### config.mk
export PLATFORM = sky130hd
export DESIGN_NAME = prog_sequencer
export DESIGN_NICKNAME = d
export VERILOG_FILES = /design/src/rtl/prog_sequencer.sv
export SDC_FILE = /design/constraint.sdc
export NUM_CORES = 1
export LEC_CHECK = 0
export ABC_AREA = 1
export CAP_MARGIN = 20
export CORE_UTILIZATION = 38
export DETAILED_ROUTE_END_ITERATION = 6
export GPL_TIMING_DRIVEN = 0
export PLACE_DENSITY = 0.69
export SYNTH_ARGS = -nofsm -noshare
export SYNTH_HDL_FRONTEND = slang
export SYNTH_SLANG_ARGS = --single-unit
### constraint.sdc
create_clock -name clk -period 2.05 [get_ports clk]
set_clock_uncertainty 0.05 [all_clocks]
set_input_delay 0.41 -clock clk [delete_from_list [all_inputs] [get_ports clk]]
set_output_delay 0.41 -clock clk [all_outputs]
set_load 0.01 [all_outputs]
### src/rtl/prog_sequencer.sv
// Multi-program run controller: for each configured slot it resets and launches the core, waits
// for done (with timeout) and checks a big-endian result in data memory. SEQ_CYCLE_COUNT_EN adds
// per-slot RUN cycle counters.
module prog_sequencer #(
  parameter int unsigned NUM_PROGS  = 3,
  parameter int unsigned ADDR_W     = 8,
  parameter int unsigned PC_W       = 10,
  parameter int unsigned RES_BYTES  = 2,
  parameter int unsigned RST_CYCLES = 2,
  parameter int unsigned TMO_W      = 16,
  localparam int unsigned IDX_W = $clog2(NUM_PROGS),
  localparam int unsigned LEN_W = $clog2(RES_BYTES) + 1,
  localparam int unsigned EXP_W = 8 * RES_BYTES
) (
  input  logic                 clk,
  input  logic                 reset,
  input  logic                 start,
  input  logic                 cfg_we,
  input  logic [IDX_W-1:0]     cfg_idx,
  input  logic [PC_W-1:0]      cfg_pc,
  input  logic [ADDR_W-1:0]    cfg_addr,
  input  logic [LEN_W-1:0]     cfg_len,
  input  logic [EXP_W-1:0]     cfg_exp,
  output logic                 core_reset,
  output logic [PC_W-1:0]      core_start_pc,
  input  logic                 core_done,
  output logic [ADDR_W-1:0]    chk_addr,
  input  logic [7:0]           chk_rdata,
  output logic                 busy,
  output logic                 seq_done,
  output logic [IDX_W-1:0]     cur_prog,
  output logic [NUM_PROGS-1:0] pass_mask,
  output logic [NUM_PROGS-1:0] fail_mask,
  output logic [NUM_PROGS-1:0] tmo_mask,
  input  logic [IDX_W-1:0]     stat_idx,
  output logic [TMO_W-1:0]     stat_cycles
);

  localparam int unsigned      SLOTS   = 2 ** IDX_W;
  localparam int unsigned      RC_W    = $clog2(RST_CYCLES) + 1;
  localparam logic [IDX_W:0]   ProgEnd = (IDX_W + 1)'(NUM_PROGS);
  localparam logic [TMO_W-1:0] TmoLast = {TMO_W{1'b1}} - 1'b1;

  typedef enum logic [2:0] {StIdle, StSel, StCrst, StRun, StRd, StCmp, StFin} state_e;

  state_e              state_q, state_d;
  logic [IDX_W:0]      prog_q, prog_d;
  logic [RC_W-1:0]     rcnt_q, rcnt_d;
  logic [TMO_W-1:0]    timer_q, timer_d;
  logic [LEN_W-1:0]    byte_q, byte_d;
  logic [EXP_W-1:0]    acc_q, acc_d;
  logic [ADDR_W-1:0]   chk_addr_q, chk_addr_d;
  logic [PC_W-1:0]     start_pc_q, start_pc_d;
  logic [NUM_PROGS-1:0] pass_q, pass_d, fail_q, fail_d, tmo_q, tmo_d;

  // Slot table is padded to a power of two; padding slots stay disabled.
  logic [PC_W-1:0]     pc_q   [SLOTS];
  logic [PC_W-1:0]     pc_d   [SLOTS];
  logic [ADDR_W-1:0]   addr_q [SLOTS];
  logic [ADDR_W-1:0]   addr_d [SLOTS];
  logic [LEN_W-1:0]    len_q  [SLOTS];
  logic [LEN_W-1:0]    len_d  [SLOTS];
  logic [EXP_W-1:0]    exp_q  [SLOTS];
  logic [EXP_W-1:0]    exp_d  [SLOTS];

  logic [IDX_W-1:0]    cur_idx;
  logic [LEN_W-1:0]    cur_len;
  logic [EXP_W-1:0]    len_mask;
  logic [EXP_W-1:0]    acc_shift;
  logic                cfg_ok, seq_start, run_done, run_tmo, match;

  assign cur_idx   = prog_q[IDX_W-1:0];
  assign cur_len   = len_q[cur_idx];
  assign cfg_ok    = {1'b0, cfg_idx} < ProgEnd;
  assign seq_start = (state_q == StIdle) && start;
  // First RUN cycle (timer still 0) ignores done so a stale level from the last program is masked.
  assign run_done  = (state_q == StRun) && core_done && (timer_q != '0);
  assign run_tmo   = (state_q == StRun) && !run_done && (timer_q == TmoLast);
  assign acc_shift = (acc_q << 8) | EXP_W'(chk_rdata);
  assign match     = ((acc_shift ^ exp_q[cur_idx]) & len_mask) == '0;

  always_comb begin
    len_mask = '0;
    for (int b = 0; b < int'(RES_BYTES); b++) begin
      if (b < int'(cur_len)) len_mask[8*b +: 8] = 8'hff;
    end
  end

  always_comb begin
    state_d    = state_q;
    prog_d     = prog_q;
    rcnt_d     = rcnt_q;
    timer_d    = timer_q;
    byte_d     = byte_q;
    acc_d      = acc_q;
    chk_addr_d = chk_addr_q;
    start_pc_d = start_pc_q;
    pass_d     = pass_q;
    fail_d     = fail_q;
    tmo_d      = tmo_q;
    pc_d       = pc_q;
    addr_d     = addr_q;
    len_d      = len_q;
    exp_d      = exp_q;
    unique case (state_q)
      StIdle: begin
        if (cfg_we && cfg_ok) begin
          pc_d[cfg_idx]   = cfg_pc;
          addr_d[cfg_idx] = cfg_addr;
          len_d[cfg_idx]  = (cfg_len > LEN_W'(RES_BYTES)) ? LEN_W'(RES_BYTES) : cfg_len;
          exp_d[cfg_idx]  = cfg_exp;
        end
        if (start) begin
          pass_d  = '0;
          fail_d  = '0;
          tmo_d   = '0;
          prog_d  = '0;
          state_d = StSel;
        end
      end
      StSel: begin
        if (prog_q == ProgEnd) begin
          state_d = StFin;
        end else if (cur_len == '0) begin
          prog_d = prog_q + 1'b1;
        end else begin
          start_pc_d = pc_q[cur_idx];
          rcnt_d     = '0;
          state_d    = StCrst;
        end
      end
      StCrst: begin
        if (rcnt_q == RC_W'(RST_CYCLES - 1)) begin
          timer_d = '0;
          state_d = StRun;
        end else begin
          rcnt_d = rcnt_q + 1'b1;
        end
      end
      StRun: begin
        if (run_done) begin
          chk_addr_d = addr_q[cur_idx];
          byte_d     = '0;
          acc_d      = '0;
          state_d    = StRd;
        end else if (run_tmo) begin
          timer_d          = '1;
          tmo_d[cur_idx]   = 1'b1;
          prog_d           = prog_q + 1'b1;
          state_d          = StSel;
        end else if (timer_q != '1) begin
          timer_d = timer_q + 1'b1;
        end
      end
      StRd: begin
        // Read data lags the address by one cycle, so byte k lands while address k+1 is out.
        if (byte_q != '0) acc_d = acc_shift;
        if (byte_q == cur_len - 1'b1) begin
          state_d = StCmp;
        end else begin
          byte_d     = byte_q + 1'b1;
          chk_addr_d = chk_addr_q + 1'b1;
        end
      end
      StCmp: begin
        acc_d = acc_shift;
        if (match) pass_d[cur_idx] = 1'b1;
        else       fail_d[cur_idx] = 1'b1;
        prog_d  = prog_q + 1'b1;
        state_d = StSel;
      end
      StFin: begin
        prog_d  = '0;
        state_d = StIdle;
      end
      default: state_d = StIdle;
    endcase
  end

  always_ff @(posedge clk) begin
    if (reset) begin
      state_q    <= StIdle;
      prog_q     <= '0;
      rcnt_q     <= '0;
      timer_q    <= '0;
      byte_q     <= '0;
      acc_q      <= '0;
      chk_addr_q <= '0;
      start_pc_q <= '0;
      pass_q     <= '0;
      fail_q     <= '0;
      tmo_q      <= '0;
      for (int i = 0; i < int'(SLOTS); i++) begin
        pc_q[i]   <= '0;
        addr_q[i] <= '0;
        len_q[i]  <= '0;
        exp_q[i]  <= '0;
      end
    end else begin
      state_q    <= state_d;
      prog_q     <= prog_d;
      rcnt_q     <= rcnt_d;
      timer_q    <= timer_d;
      byte_q     <= byte_d;
      acc_q      <= acc_d;
      chk_addr_q <= chk_addr_d;
      start_pc_q <= start_pc_d;
      pass_q     <= pass_d;
      fail_q     <= fail_d;
      tmo_q      <= tmo_d;
      pc_q       <= pc_d;
      addr_q     <= addr_d;
      len_q      <= len_d;
      exp_q      <= exp_d;
    end
  end

`ifdef SEQ_CYCLE_COUNT_EN
  logic [TMO_W-1:0] cnt_q [SLOTS];
  logic [TMO_W-1:0] cnt_d [SLOTS];

  always_comb begin
    cnt_d = cnt_q;
    if (seq_start) begin
      for (int i = 0; i < int'(SLOTS); i++) cnt_d[i] = '0;
    end else if (run_done) begin
      cnt_d[cur_idx] = timer_q;
    end else if (run_tmo) begin
      cnt_d[cur_idx] = '1;
    end
  end

  always_ff @(posedge clk) begin
    if (reset) begin
      for (int i = 0; i < int'(SLOTS); i++) cnt_q[i] <= '0;
    end else begin
      cnt_q <= cnt_d;
    end
  end

  assign stat_cycles = cnt_q[stat_idx];
`else
  logic unused_stat;
  assign unused_stat = ^stat_idx ^ seq_start;
  assign stat_cycles = '0;
`endif

  // Core runs only in RUN and RD; every other state holds it in reset.
  assign core_reset    = !((state_q == StRun) || (state_q == StRd));
  assign core_start_pc = start_pc_q;
  assign chk_addr      = chk_addr_q;
  assign busy          = (state_q != StIdle) && (state_q != StFin);
  assign seq_done      = (state_q == StFin);
  assign cur_prog      = cur_idx;
  assign pass_mask     = pass_q;
  assign fail_mask     = fail_q;
  assign tmo_mask      = tmo_q;

endmodule
# Word-level counts from Yosys, hierarchy flattened
# Cells that the tools add are included.
# totals
in_bits	53
regBits	205
out_inout_bits	48
# op_classes
mux	68
n_lt_le_gt_ge	9
reduce_logical	35
n_eq_ne	29
n_addsub	6
bitwise_logic	10
# ops
cell	count
16-bit 2-to-1 mux	7
8-bit 2-to-1 mux	9
64-bit bitwise mux	1
3-bit 2-to-1 mux	16
40-bit bitwise mux	1
16-bit binary-select mux with 2-bit select	1
32-bit bitwise mux	1
16-bit demux with 2-bit select	1
16-bit case mux with 2 select lines	1
10-bit 2-to-1 mux	3
2-bit != test, second input constant	14
8-bit case mux with 3 select lines	1
10-bit binary-select mux with 2-bit select	1
10-bit demux with 2-bit select	1
2-bit 2-to-1 mux	9
3-bit case mux with 2 select lines	3
3-bit case mux with 6 select lines	1
16-bit by 1-bit adder with 16-bit output, second input constant	1
16-bit AND	1
8-bit binary-select mux with 2-bit select	1
8-bit demux with 2-bit select	1
16-bit == test, second input constant	1
16-bit logical NOT	1
16-bit != test, second input constant	1
other kinds (45)	79

# Longest topological paths before layout
# Gate-level depths: netlist (run 1).
# depth
word_depth	10
mapped_depth	16
depth_no_buf	14

# Worst setup path before layout (run 1)
# Ideal clock, no wire load.
# synth_path
kind	flip-flop to flip-flop
from	register prog_q[0]
to	register chk_addr_q[4] (netlist: chk_addr[4])
arrival_time_ns	2.001
slack_ns	-0.124
path_buffers	2
stages_incl_launch_ff	14
synth_period_minus_slack_ns	2.174
path_cell_list	dfxtp_1 > inv_2 > buf_6 > o21ai_0 > nor2_1 > a21oi_1 > ha_1 > xor2_1 > nand3_1 > nand2_1 > nand2_2 > buf_4 > o21ai_0 > a31oi_1
# synth_between
elab_chain_cells	8
# synth_lines
item	line	rtl
start, declared	47	logic [IDX_W:0] prog_q, prog_d;
start signal, assigned	201	prog_q <= prog_d;
2-bit inverter with 3-bit output (implied by the code) *	73, 142	
2-bit binary-select mux with 2-bit select	73	assign cur_len = len_q[cur_idx];
2-bit 2-to-1 mux (implied by the code) (2 in series)	73	
2-bit by 1-bit subtractor with 2-bit output	158	if (byte_q == cur_len - 1'b1) begin
2-bit == test	158	
2-bit != test (no source line)	--	
3-bit AND reduction (no source line)	--	
end signal, assigned	206	chk_addr_q <= chk_addr_d;
end, declared	52	logic [ADDR_W-1:0] chk_addr_q, chk_addr_d;
# Every way passes the cells marked *; elsewhere a longest branch is shown, timed or not. The select of a mux whose other input is x is not followed.
# A chain may end at the register's enable or synchronous reset.

# Worst setup path in the final report (run 1)
# layout_path
from	register prog_q[0]
to	register chk_addr_q[2] (netlist: chk_addr[2])
# The elaborated chain is that of the path after synthesis.

==> results of run 1 <==
how the worst max path moves through the flow:
stage | endpoint | slack, ns | depth (start not counted) | startpoint
after detailed placement | core_start_pc[6] | -0.60 | 10 | prog_q[1]
final | chk_addr[2] | -0.06 | 13 | prog_q[0]
after floorplan | chk_addr[4] | 0.01 | 13 | prog_q[0]
after CTS | core_reset | -0.22 | 6 | state_q[1]
after global placement | exp_q[25] | -0.58 | 7 | cfg_idx[0]
after global routing | chk_addr[2] | -0.16 | 13 | prog_q[0]
placed cells by master (no fill, tap or decap), types with 16 or more instances in the layout:
cell type	Yosys	layout
sky130_fd_sc_hd__nor2_1	347	334
sky130_fd_sc_hd__nand2_1	225	201
sky130_fd_sc_hd__dfxtp_1	205	197
sky130_fd_sc_hd__o21ai_0	165	151
sky130_fd_sc_hd__inv_1	108	102
sky130_fd_sc_hd__clkdlybuf4s50_1	0	76
sky130_fd_sc_hd__buf_4	19	63
sky130_fd_sc_hd__nand3_1	74	51
sky130_fd_sc_hd__a21oi_1	54	46
sky130_fd_sc_hd__clkbuf_1	44	35
sky130_fd_sc_hd__clkbuf_16	0	27
sky130_fd_sc_hd__nand3_2	3	24
sky130_fd_sc_hd__nand2_2	4	23
sky130_fd_sc_hd__a31oi_1	16	16
sky130_fd_sc_hd__conb_1	1	16
cells by family (layout without fill, tap and decap cells):
| kind of cell | count (synthesis) | after routing | synth area share |
|---|---|---|---|
| compound gates | 271 | 271 | 0.154 |
| xor+xnor | 15 | 15 | 0.0136 |
| fa+ha+maj | 13 | 13 | 0.0169 |
| buf+inv | 207 | 379 | 0.0972 |
| flops | 205 | 205 | 0.426 |
| other cells | 1 | 17 | 0.000389 |
| simple gates | 690 | 692 | 0.292 |
state kept, by name, summed over array words and instances (netlist names), 8 cells and up:
signal and count:
timer_q 16, exp_q 64, core_start_pc 10, len_q 8, addr_q 32, acc_q 8, pc_q 40, chk_addr 8
routing by layer:
metal / up-vias / GRT usage
met2: 349 / 0.370
met1: 4468 / 0.298
met3: 66 / 0.0282
li1: 4836 / -
met5: - / 0
met4: 0 / 0.0776
critical path, cell delays in order, from the launching register on:
cell                       delay (ns)
sky130_fd_sc_hd__dfxtp_4         0.41
sky130_fd_sc_hd__inv_8           0.06
sky130_fd_sc_hd__buf_8           0.13
sky130_fd_sc_hd__o21ai_4         0.12
sky130_fd_sc_hd__nor2_2          0.07
sky130_fd_sc_hd__a21oi_4         0.19
sky130_fd_sc_hd__ha_4            0.23
sky130_fd_sc_hd__xor2_1          0.13
sky130_fd_sc_hd__nand3_1         0.09
sky130_fd_sc_hd__nand2_2         0.11
sky130_fd_sc_hd__nand2_4         0.09
sky130_fd_sc_hd__buf_6           0.14
sky130_fd_sc_hd__o211ai_1        0.07
sky130_fd_sc_hd__a21oi_1         0.08
area by class of cell:
class	instances	area, µm²
Fill cell	2355	11800
Multi-Input combinational cell	1007	5140
Sequential cell	205	4120
Timing Repair Buffer	131	1290
Clock buffer	36	716
Buffer	89	613
Inverter	117	469
Tap cell	324	405
Clock inverter	6	83.8
Antenna cell	1	2.50
synth_stat cells, types with 3 or more instances:
cell type	number	area [µm²]
sky130_fd_sc_hd__nand4_1	9	56.3
sky130_fd_sc_hd__o21ai_0	165	826
sky130_fd_sc_hd__a31oi_1	16	100
sky130_fd_sc_hd__a21oi_1	54	270
sky130_fd_sc_hd__a211oi_1	7	52.6
sky130_fd_sc_hd__inv_1	108	405
sky130_fd_sc_hd__buf_4	19	143
sky130_fd_sc_hd__a211oi_2	5	62.6
sky130_fd_sc_hd__buf_6	9	101
sky130_fd_sc_hd__nand2_2	4	25.0
sky130_fd_sc_hd__nand2_1	225	845
sky130_fd_sc_hd__nand3_2	3	30.0
sky130_fd_sc_hd__nor2_1	347	1300
sky130_fd_sc_hd__o211ai_1	14	105
sky130_fd_sc_hd__clkbuf_1	44	165
sky130_fd_sc_hd__xor2_1	14	123
sky130_fd_sc_hd__dfxtp_1	205	4100
sky130_fd_sc_hd__ha_1	13	163
sky130_fd_sc_hd__buf_2	17	85.1
sky130_fd_sc_hd__nor3_1	16	80.1
sky130_fd_sc_hd__inv_2	7	26.3
sky130_fd_sc_hd__o22ai_1	7	43.8
sky130_fd_sc_hd__nand3_1	74	370
sky130_fd_sc_hd__nor2_2	3	18.8
power groups by stage:
stage / clock network, mW / logic [mW] / registers (mW)
final: 4.26 / 4.96 / 4.97
after global placement: 0 / 3.83 / 5.00
after global routing: 4.47 / 5.49 / 5.03
after CTS: 4.30 / 4.43 / 4.95
after detailed placement: 0 / 3.88 / 5.01
after floorplan: 0 / 2.63 / 4.95
through the flow:
stage,instance area [µm²],TNS [ns],cells,utilization,hold WS [ns]
4_1_cts,12300,-12.72,1888,0.499,0.373
2_1_floorplan,9700,0,1417,-,0.353
3_5_place_dp,10900,-57.35,1822,0.444,0.364
5_1_grt,12800,-3.78,1916,0.522,0.387
3_3_place_gp,10900,-54.82,1822,0.444,0.360
6_report,12800,-0.533,1916,0.522,0.373
what timing repair did:
action	CTS	global route
pin swaps	31	28
resized for setup	129	110
setup endpoints to repair	147	165
buffers inserted	23	24
cloned	4	5
==> metrics.md, run 1 <==
| Metric | Value |
|---|---|
| Cell area power density | `1110 nW/µm²` |
| Met3 Wirelength | `between 2 and 2.5 mm` |
| Fraction of final layout cells sized beyond drive strength 1 | `0.174` |
| Core area | `about 25000 µm²` |
| Unrepaired setup endpoints after global routing | `true` |
| Final weighted congestion of routability-driven global placement | `a little under 0.9` |
| Post-route DRC violation count | `0` |
| WHS Path Cells | `2` |
| Clk pwr share | `0.300` |
| Final critical-path required period | `2.11 ns` |
| Type of the setup path with the least slack | `flop to flop` |
| Max Fclk | `~470 MHz` |
| Data arrival time of the critical path | `around 2.5 ns` |
| Kind of capture point of the worst setup path | `flop` |
| Run status | `finished with violations` |
| Seq/Total Area, Yosys | `0.426` |
| Number of cells on the worst reg-to-reg path | `13` |
| Startpoint of the worst-slack reg-to-reg timing path | `prog_q[0]` |
| Data required time of the worst path | `about 2.4 ns` |
| Kind of start point of the critical path | `flop` |
| Count of pins over their slew limit | `0` |
| Sum of routed wire segments on met1 | `between 10 and 15 mm` |
| Worst path setup slack after routing | `-0.0615 ns` |
| Share of flip-flops with an asynchronous set or reset after synthesis | `0` |
| Total CTS buffers | `24` |
| Final count of negative-setup-slack endpoints | `17` |
| Logic pwr share | `0.349` |
| Number of buffers inserted for hold repair after clock tree synthesis | `0` |
| Hold path endpoint | `addr_q[1]` |
| Dpl hpwl | `~20 mm` |
| Total count of hold-check failures in the final report | `0` |
| Overall overflow remaining after global route | `0` |
| Die area | `between 20000 and 30000 µm²` |
| Seq cells post-synth | `a little over 200` |
| Clock latency on the worst-skew pair | `~0.53 ns` |
| Global-route usage over all layers | `0.223` |
| Switching power as a share of total power | `0.353` |
| TritonRoute pass-1 iters | `5` |
| Routed wire length | `29.6 mm` |
| Synthesized cell area | `roughly 9600 µm²` |
| Max transition margin | `0.496` |
| Detail-routed net length per standard cell | `approximately 15 µm` |
| Final-stage net count | `roughly 1.6k` |
| Mean cell area of the mapped netlist | `~7 µm²` |
| Number of ports placed on the die boundary | `slightly above 100` |
| PortBufs | `81` |
| Vertical die dimension | `approximately 160 µm` |
| Failing checks | `negative setup slack` |
| Number of synthesized flops with an enable pin | `0` |
| Global-route wire length before repair | `approximately 46 mm` |
| Leakage | `approximately 5.2 nW` |
| Internal power component | `9.18 mW` |
| Maximum fanout along the worst path | `7` |
| Final total power | `about 14 mW` |
| Slew at the pin closest to its max-slew limit | `between 0.7 and 0.8 ns` |
| Ys Warns | `0` |
| Library cells used by synthesis | `38` |
| Post-route clock period utilization | `1.03` |
| Max-cap check violation count | `0` |
| CTS Buffer Depth | `3` |
| Clock root buffer | `sky130_fd_sc_hd__clkbuf_16` |
| Area growth, synth to finish | `33.3%` |
| Net Switching | `5.01 mW` |
| Proportion of power drawn by flip-flops and latches | `0.350` |
| DR vias | `about 9.7k` |
| Slack of the worst reg-to-reg path | `-0.06 ns` |
| Number of antenna violations at the first check in global routing | `1` |
| Number of nets with antenna violations after routing | `0` |
| Most used flip-flop cell after synthesis | `sky130_fd_sc_hd__dfxtp_1` |
| Detailed route wirelength on metal2 | `about 14 mm` |
| Min-Delay Startpoint | `addr_q[1]` |
| Number of clock sinks | `205` |
| Number of instances in the synthesized netlist | `~1.4k` |
| Dpl ws | `-0.603 ns` |
| Vias in the first global route | `8999` |
| Width of the chip | `about 160 µm` |
| Largest net degree at the start of global routing | `14` |
| Clock tree from TritonCTS | `built` |
| Iteration-0 DRC Markers | `around 760` |
| Vias per Instance | `5.07` |
| Starting utilization of the core area | `0.392` |
| Worst VDD drop | `about 0.67 mV` |
| Highest metal used | `met4` |
| Maximum level of the CTS H-tree | `1` |
| End of the worst register-to-register path | `chk_addr[2]` |
| Type of the worst min-delay path | `flop to flop` |
| Count of standard-cell rows | `57` |
| Clock transition at the registers of the reported paths | `about 0.06 ns` |
No activity file was read; power rests on OpenSTA's default activity.
==> run 2, diff against run 1 <==
--- a/config.mk
+++ b/config.mk
@@ -7,10 +7,12 @@
 export LEC_CHECK = 0
 export ABC_AREA = 1
 export CAP_MARGIN = 20
-export CORE_UTILIZATION = 38
+export CELL_PAD_IN_SITES_DETAIL_PLACEMENT = 0
+export CELL_PAD_IN_SITES_GLOBAL_PLACEMENT = 1
+export CORE_UTILIZATION = 26
 export DETAILED_ROUTE_END_ITERATION = 6
 export GPL_TIMING_DRIVEN = 0
-export PLACE_DENSITY = 0.69
+export PLACE_DENSITY = 0.67
 export SYNTH_ARGS = -nofsm -noshare
 export SYNTH_HDL_FRONTEND = slang
 export SYNTH_SLANG_ARGS = --single-unit
==> run 2 against run 1 <==
  * The flow still finishes with violations (negative setup slack)
  * Clock-buffer cell count is 3 lower
  * Sequential share of layout area is 0.22 points lower
  * Final cell count rose by 6.6%
  * Combinational power decreased by 0.8%
  * Global-route usage is 5.2 points lower
  * Flip-flop and latch count unchanged
  * Largest power group unchanged
==> metrics.md, run 2 (synthesized netlist as in run 1, its figures left out) <==
| Metric | Value |
|---|---|
| Run status | `finished with violations` |
| Failing checks | `negative setup slack` |
| Width of the chip | `about 190 µm` |
| Worst path setup slack after routing | `-0.101 ns` |
| Clock transition at the registers of the reported paths | `~0.060 ns` |
| Number of filler instances in the final layout | `around 3.9k` |
| Cell type of the slowest stage on the worst timing path | `sky130_fd_sc_hd__dfxtp_4` |
| Fraction of final layout cells sized beyond drive strength 1 | `0.177` |
| CP most frequent cell | `sky130_fd_sc_hd__buf_12` |
| Count of standard-cell rows | `70` |
| Kind of start point of the critical path | `flop` |
| Vertical die dimension | `just under 200 µm` |
| Type of the setup path with the least slack | `flop to flop` |
| Chain of cells forming the critical path | `buf_12 > buf_12 > nor2_4 > nor2_2 > a21oi_4 > ha_4 > xor2_1 > nand3_1 > nand2_2 > nand2_4 > buf_6 > o211ai_1 > a21oi_1` |
| Vias in the first global route | `around 8.9k` |
| Unrepaired setup endpoints after global routing | `true` |
| Die area | `37800 µm²` |
| Count of pins over their slew limit | `0` |
| Top reg by flops | `exp_q` |
| Global-route usage over all layers | `0.171` |
| Final count of negative-setup-slack endpoints | `18` |
| Final-stage net count | `about 1.6k` |
| Detail-routed net length per standard cell | `around 16 µm` |
| Number of buffers inserted for hold repair after clock tree synthesis | `0` |
| CP delay by family, top | `simple AND/OR/NAND/NOR gates` |
| PortBufs | `about 80` |
| Number of nets with antenna violations after routing | `0` |
| Global-route wire length before repair | `approximately 51 mm` |
| Layout Utilization | `0.355` |
| CTS Buffer Depth | `3` |
| Final weighted congestion of routability-driven global placement | `between 0.8 and 0.9` |
| Maximum level of the CTS H-tree | `1` |
| Starting utilization of the core area | `0.264` |
| Overall overflow remaining after global route | `0` |
| Post-route DRC violation count | `0` |
| Worst stage delay on the critical path | `0.41 ns` |
| Regs by FF count | `exp_q x64, pc_q x40, addr_q x32` |
| Clock tree from TritonCTS | `built` |
| DR vias | `slightly above 9k` |
| Max-cap check violation count | `0` |
| Data required time of the worst path | `2.38 ns` |
| Post-route clock period utilization | `1.05` |
| Dpl hpwl | `about 23 mm` |
| Iteration-0 DRC Markers | `a little under 400` |
| Routed wire length | `~33 mm` |
| TritonRoute pass-1 iters | `5` |
| Type of the worst min-delay path | `flop to flop` |
| Flip-flop count of the largest register after layout | `64` |
| Maximum fanout along the worst path | `7` |
| Total count of hold-check failures in the final report | `0` |
| Cell area power density | `approximately 1100 nW/µm²` |
| Slew at the pin closest to its max-slew limit | `between 0.6 and 0.7 ns` |
| Number of antenna violations at the first check in global routing | `0` |
| Max Fclk | `465 MHz` |
| Data arrival time of the critical path | `2.48 ns` |
| Clock root buffer | `sky130_fd_sc_hd__clkbuf_16` |
| Max transition margin | `0.534` |
| Worst VDD drop | `0.488 mV` |
| Total CTS buffers | `24` |
| Final critical-path required period | `about 2.2 ns` |
| Total buffers and inverters traversed by the critical path | `3` |
| Number of clock sinks | `205` |
| Leakage | `between 5 and 6 nW` |
| Leading cell types in the layout, fill and taps excluded | `sky130_fd_sc_hd__nor2_1 (331), sky130_fd_sc_hd__nand2_1 (200), sky130_fd_sc_hd__dfxtp_1 (192)` |
| Area growth, synth to finish | `34.4%` |
| Vias per Instance | `4.55` |
| Largest net degree at the start of global routing | `14` |
| Fin Hold WS | `roughly 0.37 ns` |
| Kind of capture point of the worst setup path | `flop` |
| Number of antenna diodes | `0` |
| Clock latency on the worst-skew pair | `~0.52 ns` |
| Most common cell after layout, fill and taps aside | `sky130_fd_sc_hd__nor2_1` |
| Number of ports placed on the die boundary | `101` |
| Core area | `between 30000 and 40000 µm²` |
[run 2: cell count changes in the layout (fill, tap and decap cells not counted), moves of 4 or more]
| cell | previous run | this run |
|---|---|---|
| sky130_fd_sc_hd__buf_4 | 63 | 39 |
| sky130_fd_sc_hd__o21ai_1 | 9 | 18 |
| sky130_fd_sc_hd__buf_12 | 2 | 10 |
| sky130_fd_sc_hd__a21oi_2 | 6 | 13 |
| sky130_fd_sc_hd__a21oi_1 | 46 | 40 |
| sky130_fd_sc_hd__buf_8 | 8 | 2 |
| sky130_fd_sc_hd__nor2_2 | 6 | 12 |
| sky130_fd_sc_hd__o21ai_0 | 151 | 145 |
| sky130_fd_sc_hd__buf_6 | 10 | 15 |
| sky130_fd_sc_hd__dfxtp_1 | 197 | 192 |
| sky130_fd_sc_hd__dfxtp_2 | 4 | 9 |
| sky130_fd_sc_hd__clkbuf_1 | 35 | 31 |
| sky130_fd_sc_hd__nor2_4 | 13 | 9 |
[run 2: metal layers]
metal,GRT usage,vias to the layer above,part of all wire
li1,-,4799,-
met1,0.232,4270,0.48
met2,0.292,176,0.47
met3,0.0174,44,0.036
met4,0.0370,0,0.019
met5,0,-,0
[run 2: metrics by stage]
step / worst slack [ns] / total power, mW / cell area (µm²) / std cells / setup TNS (ns)
6_report: -0.101 / 14.4 / 12900 / 2042 / -1.05
5_1_grt: -0.187 / 15.3 / 12900 / 2042 / -3.03
2_1_floorplan: 0.0112 / 7.57 / 9700 / 1417 / 0
4_1_cts: -0.151 / 14.0 / 12400 / 2028 / -2.06
3_5_place_dp: -0.931 / 9.07 / 11100 / 1966 / -96.90
3_3_place_gp: -0.934 / 9.03 / 11100 / 1966 / -95.70
[run 2: path summary, 6_finish.rpt]
path,from,endpoint,slack (ns),cells after the start
worst max-delay path,prog_q[0],chk_addr[2],-0.10,13
worst min-delay path,addr_q[6],addr_q[6],0.37,2
worst max register to register,prog_q[0],chk_addr[2],-0.10,13
worst min register to register,addr_q[6],addr_q[6],0.37,2
[run 2: power breakdown]
group / leakage (nW) / switching (mW) / internal (mW) / total, mW
clock: 0.422 / 1.77 / 2.79 / 4.56
combinational: 3.03 / 2.90 / 2.02 / 4.92
sequential: 1.67 / 0.436 / 4.54 / 4.97
total: 5.13 / 5.10 / 9.35 / 14.4
[run 2: what timing repair did]
item / in CTS / in global routing
gates cloned: 2 / 2
setup endpoints to repair: 159 / 154
pin swaps: 19 / 47
buffers inserted: 16 / 12
gates resized for setup: 108 / 156
[run 2: worst reg2reg max path: stages, from the launching register on]
cell	delay [ns]
sky130_fd_sc_hd__dfxtp_4	0.41
sky130_fd_sc_hd__buf_12	0.14
sky130_fd_sc_hd__buf_12	0.11
sky130_fd_sc_hd__nor2_4	0.03
sky130_fd_sc_hd__nor2_2	0.16
sky130_fd_sc_hd__a21oi_4	0.07
sky130_fd_sc_hd__ha_4	0.27
sky130_fd_sc_hd__xor2_1	0.14
sky130_fd_sc_hd__nand3_1	0.11
sky130_fd_sc_hd__nand2_2	0.10
sky130_fd_sc_hd__nand2_4	0.09
sky130_fd_sc_hd__buf_6	0.15
sky130_fd_sc_hd__o211ai_1	0.08
sky130_fd_sc_hd__a21oi_1	0.08
[run 2: area by class of cell]
| class | count | area, µm² | share of cell area |
|---|---|---|---|
| Buffer | 90 | 652 | 0.0503 |
| Tap cell | 468 | 586 | 0.0452 |
| Multi-Input combinational cell | 1006 | 5130 | 0.396 |
| Timing Repair Buffer | 112 | 1120 | 0.0865 |
| Clock buffer | 33 | 706 | 0.0545 |
| Sequential cell | 205 | 4130 | 0.319 |
| Clock inverter | 11 | 141 | 0.0109 |
| Inverter | 117 | 483 | 0.0373 |
